`src/rtl/reg_file_2r1w.sv`:
```
// 32-entry, two async read / one sync write integer register file; x0 reads zero, x2 resets to SP_INIT.
// Define REGFILE_WRITE_BYPASS_EN to forward WD3 to a read port addressing the register being written.
module reg_file_2r1w #(
   parameter int                    DATA_WIDTH = 32,
   parameter int                    ADDR_WIDTH = 5,
   parameter logic [DATA_WIDTH-1:0] SP_INIT    = 32'h0000_0000
) (
   input  logic                  clk,
   input  logic                  rst,
   input  logic [ADDR_WIDTH-1:0] A1,
   input  logic [ADDR_WIDTH-1:0] A2,
   input  logic [ADDR_WIDTH-1:0] A3,
   input  logic [DATA_WIDTH-1:0] WD3,
   input  logic                  WE3,
   output logic [DATA_WIDTH-1:0] RD1,
   output logic [DATA_WIDTH-1:0] RD2
);

   localparam int DEPTH = 2 ** ADDR_WIDTH;

   logic [DEPTH-1:0][DATA_WIDTH-1:0] mem;
   logic                             wr_ok;

   assign wr_ok = WE3 && (A3 != '0);

   // Entry 0 is cleared on reset and never written, so it stays zero.
   always_ff @(posedge clk) begin
      if (!rst) begin
         for (int i = 0; i < DEPTH; i++)
            mem[i] <= (i == 2) ? SP_INIT : '0;
      end else if (wr_ok) begin
         mem[A3] <= WD3;
      end
   end

`ifdef REGFILE_WRITE_BYPASS_EN
   logic byp1, byp2;

   // wr_ok already excludes A3==0, so a bypassed port never addresses x0.
   assign byp1 = wr_ok && (A1 == A3);
   assign byp2 = wr_ok && (A2 == A3);

   always_comb begin
      RD1 = '0;
      RD2 = '0;
      if (rst) begin
         if (byp1)            RD1 = WD3;
         else if (A1 != '0)   RD1 = mem[A1];
         if (byp2)            RD2 = WD3;
         else if (A2 != '0)   RD2 = mem[A2];
      end
   end
`else
   always_comb begin
      RD1 = '0;
      RD2 = '0;
      if (rst) begin
         if (A1 != '0) RD1 = mem[A1];
         if (A2 != '0) RD2 = mem[A2];
      end
   end
`endif

endmodule

```
`config.mk`:
```
export PLATFORM = sky130hd
export DESIGN_NAME = reg_file_2r1w
export DESIGN_NICKNAME = d
export VERILOG_FILES = /design/src/rtl/reg_file_2r1w.sv
export SDC_FILE = /design/constraint.sdc
export NUM_CORES = 2
export LEC_CHECK = 0
export BUFFER_PORTS_ARGS = -buffer_cell sky130_fd_sc_hd__buf_2
export CAP_MARGIN = 20
export CORE_ASPECT_RATIO = 1.5
export CORE_UTILIZATION = 35
export DETAILED_ROUTE_END_ITERATION = 16
export SLEW_MARGIN = 0
export SYNTH_ARGS = -nofsm -noshare
export SYNTH_HDL_FRONTEND = slang
export SYNTH_SLANG_ARGS = --single-unit
```
`constraint.sdc`:
```
create_clock -name clk -period 2 [get_ports clk]
set_input_delay 0.2 -clock clk [delete_from_list [all_inputs] [get_ports clk]]
set_output_delay 0.2 -clock clk [all_outputs]
set_load 0.02 [all_outputs]
```
# Word level (Yosys, flattened, before mapping)
# Cells that the tools add are included.
word_totals:
  register_bits: 1024
  elab_cells: 52
op_classes:
  magnitude_cmp: 4
  muxes: 11
  n_reduce_logical: 5
ops:
  columns: ["op", "count"]
  rows:
  - ["$bwmux W1024", 1]
  - ["$bmux W32 S5", 2]
  - ["$mux W32", 7]
  - ["$demux W32 S5", 1]
  - ["$lt A5 B6 Y1 const B", 3]
  - ["$reduce_bool A5 Y1", 3]
  - ["$ge A5 B1 Y1 const B", 1]
  - ["$logic_and A1 B1 Y1", 2]

# Depth between registers and ports, before layout
depth:
  ltp_word: 5
  mapped_depth: 8
  ltp_nobuf: 4

# Least setup slack after synthesis
# Ideal clock, no wire load.
synth_timing:
  path_type: "in2out"
  start: "input A2[1]"
  end: "output RD2[3]"
  arrival_time_ns: 1.685
  t_required_ns: 1.800
  path_slack_ns: 0.115
  cell_stages: 6
  cell_sequence: "buf_2 buf_2 buf_1 mux4_2 a22oi_1 nand4_1"
synth_between:
  elab_chain_len: 4
  elab_cells_between_ends: 5
  classes_between: "mux (4); reduce/logical (1)"
synth_lines:
  columns: ["element", "line", "source"]
  rows:
  - ["from (decl)", "11", "input logic [ADDR_WIDTH-1:0] A2,"]
  - ["$bmux W32 S5", "59", "if (A2 != '0) RD2 = mem[A2];"]
  - ["$mux W32 (implied by the code)", "59", null]
  - ["$mux W32 *", "59", null]
  - ["$mux W32 *", "57", "if (rst) begin"]
  - ["to (decl)", "16", "output logic [DATA_WIDTH-1:0] RD2"]
# Every way passes the cells marked *; elsewhere a longest branch is shown, timed or not. The select of a mux whose other input is x is not followed.

# Final worst setup path
layout_timing:
  start: "register mem[927] (netlist name)"
  end: "output RD2[31]"
layout_between:
  elab_chain_len: 4
layout_lines:
  columns: ["element", "line", "source"]
  rows:
  - ["from (decl)", "21", "logic [DEPTH-1:0][DATA_WIDTH-1:0] mem;"]
  - ["from (signal, indexed assignment)", "30", "mem[i] <= (i == 2) ? SP_INIT : '0;"]
  - ["$bmux W32 S5", "59", null]
  - ["$mux W32 (implied by the code)", "59", null]
  - ["$mux W32", "59", null]
  - ["$mux W32", "57", null]
# No other way between the ends. The select of a mux whose other input is x is not followed.

==> results.json <==
{
  "powerDensity_nw_per_um2": 698.6,
  "stdcell_count": 8285,
  "antenna_found_initial": 17,
  "synth_edf_count": 0,
  "critPathRequiredTime_ps": 1800,
  "place_ws_ps": -652.4,
  "outcome": "complete, but fails checks",
  "finalSetupTns_ps": -23130,
  "synth_async_sr_flop_share": 0,
  "synth_top_area_share": 0.3779,
  "worst_slew_pin_slew_ps": 1238,
  "max_freq_mhz": 393.5,
  "synth_ff_type": "dfxtp_1",
  "slew_headroom": 0.1747,
  "cp_max_fo": 3,
  "ys_warn_count": 0,
  "final_max_slew_viol_count": 0,
  "cts_tree": "built",
  "drc": 0,
  "top_register": "mem",
  "setup_ws_ps": -541.1,
  "drive_gt1_frac": 0.2027,
  "synth_seq_area_share": 0.3779,
  "grt_pass1_wl_um": 320200,
  "final.period_utilization": 1.271,
  "violations": "setup timing",
  "vias": 48925,
  "syn-num-nets": 6257,
  "synthCells": 6207,
  "irDropWorstVdd_uv": 750.8,
  "coreArea_sq_um": 148700,
  "drt_pass1_iterations": 8,
  "dieArea_sq_um": 151800,
  "hp-class": "input port to flop",
  "cts-buffers-inserted": 98,
  "critical_path_class": "flop to output port",
  "ys_seq_elements": 992,
  "largest_register_ffs": 992,
  "dp_hpwl_um": 144600,
  "postRouteAntennaNets": 0,
  "vias_per_cell": 5.905,
  "numPortBuffers": 113,
  "routed_wl_um": 222900,
  "grt_max_degree": 242,
  "worstRegToRegCells": 3,
  "cts_sinks": 992,
  "drt_iter0_drc": 5113,
  "clk_latency_ps": 720,
  "hold_depth": 3,
  "syn2layout_area_growth_pct": 21.32,
  "yosysUniqueCellTypes": 39,
  "fin_crit_ps": 2541,
  "die_width_um": 318.4,
  "initial_core_util": 0.3534,
  "cp.arrival_ps": 2340,
  "fin_hold_ws_ps": 24.72,
  "fillers": 14342,
  "critPathLaunchType": "flop",
  "finalSetupViolCount": 64,
  "gr-usage-all-layers": 0.2841,
  "total_power_mw": 44.54,
  "synth_area_leaders": "dfxtp_1 38%, nand2_1 15%, mux2i_1 11%",
  "synthesis.area_sq_um": 52560,
  "clockRootBuffer": "clkbuf_16",
  "cp-end-kind": "output port",
  "die_h_um": 476.6,
  "h-tree-depth": 3,
  "pin_count": 114,
  "gp_congestion": 0.9441,
  "fp-row-count": 173,
  "yosys.area.top_type": "dfxtp_1",
  "top_regs": "mem x992",
  "nNetsFinal": 6323,
  "grt.overflow.total": 0,
  "rsz0062_at_grt": "true",
  "hold_viol": 0,
  "dp_cells": 8101,
  "clk_pin_slew_ps": 70,
  "wl_per_cell_um": 26.90,
  "leakage_nw": 21.63,
  "clk_path_buf_depth": 3,
  "drv_cap": 0,
  "synth.avg_cell_area_sq_um": 8.468,
  "finClkSkew_ps": 0,
  "grt_pass1_vias": 47492
}
-- metrics by stage --
stage	cell area, sq um	utilization
after floorplan	52560	-
after global placement	59130	0.3976
after detailed placement	59130	0.3976
after CTS	63320	0.4258
after global routing	63750	0.4287
final	63760	0.4288
-- cell type report --
type | count | area (sq um) | share of cell area
Timing Repair Buffer | 616 | 6779 | 0.1063
Clock inverter | 45 | 579.3 | 0.009086
Tap cell | 1925 | 2409 | 0.03777
Sequential cell | 992 | 19990 | 0.3135
Antenna cell | 5 | 12.51 | 0.0001962
Inverter | 1 | 3.754 | 0.00005887
Clock buffer | 137 | 2853 | 0.04474
Multi-Input combinational cell | 4564 | 31140 | 0.4883
-- worst paths after layout --
kind	startpoint	to	slack, ps
setup reg to reg	mem[101]	mem[101]	1280
hold / removal	WD3[28]	mem[796]	20
setup / recovery	mem[927]	RD2[31]	-540
hold reg to reg	mem[975]	mem[975]	460
-- logic make-up (layout without fill, tap and decap cells) --
group / after synthesis / in the layout / synth area share
buf+inv: 651 / 799 / 0.04933
mux: 768 / 768 / 0.1920
compound gates: 1504 / 1504 / 0.2087
simple gates: 2292 / 2292 / 0.1721
other cells: 0 / 5 / 0
flops: 992 / 992 / 0.3779
-- synthesized netlist by cell type (all sizes together) (3+ instances only) --
library cell and number:
a21boi 992, a221oi 64, a22oi 192, and2 7
and4bb 3, buf 127, clkbuf 523, dfxtp 992
mux2i 576, mux4 192, nand2 2129, nand2b 4
nand3 5, nand3b 4, nand4 66, nand4b 3
nor2 24, nor2b 7, nor3 8, o21ai 64
o22ai 192, or2 9, or3 4, or3b 8
-- report_power, final --
group | switching, mW | internal, mW
logic | 2.72 | 1.74
registers | 0.111 | 19.9
clock network | 8.66 | 11.4
total | 11.5 | 33.1
-- cells in the final DEF (no fill, tap or decap), drive strengths merged, types with 5 or more instances in the layout --
| cell type | n |
|---|---|
| nand2 | 2129 |
| dfxtp | 992 |
| a21boi | 992 |
| buf | 609 |
| mux2i | 576 |
| mux4 | 192 |
| o22ai | 192 |
| a22oi | 192 |
| clkbuf | 137 |
| nand4 | 66 |
| a221oi | 64 |
| o21ai | 64 |
| nor2 | 24 |
| clkinv | 22 |
| bufinv | 11 |
| or2 | 9 |
| or3b | 8 |
| clkinvlp | 8 |
| nor3 | 8 |
| dlygate4sd3 | 7 |
| nor2b | 7 |
| and2 | 7 |
| diode | 5 |
| nand3 | 5 |
| inv | 5 |
-- per-layer routing --
metal,vias up,track usage,wire length (um)
li1,21741,-,-
met1,23800,0.3365,82780
met2,2555,0.4681,104100
met3,809,0.05725,20210
met4,20,0.1809,15630
met5,-,0,108
-- critical path, cell delays in order, from the launching register on --
cell and delay (ps):
dfxtp_2 330, mux4_2 470, a22oi_2 160, buf_4 150, nand4_1 240, buf_6 250
-- what timing repair did --
action / 4_1_cts / 5_1_grt
setup buffers: 0 / 1
setup endpoints to repair: 64 / 64
hold endpoints to repair: 28 / 0
hold buffers: 7 / 0
pin swaps: 117 / 75
gates resized for setup: 236 / 140
(Power assumes the default switching activity.)
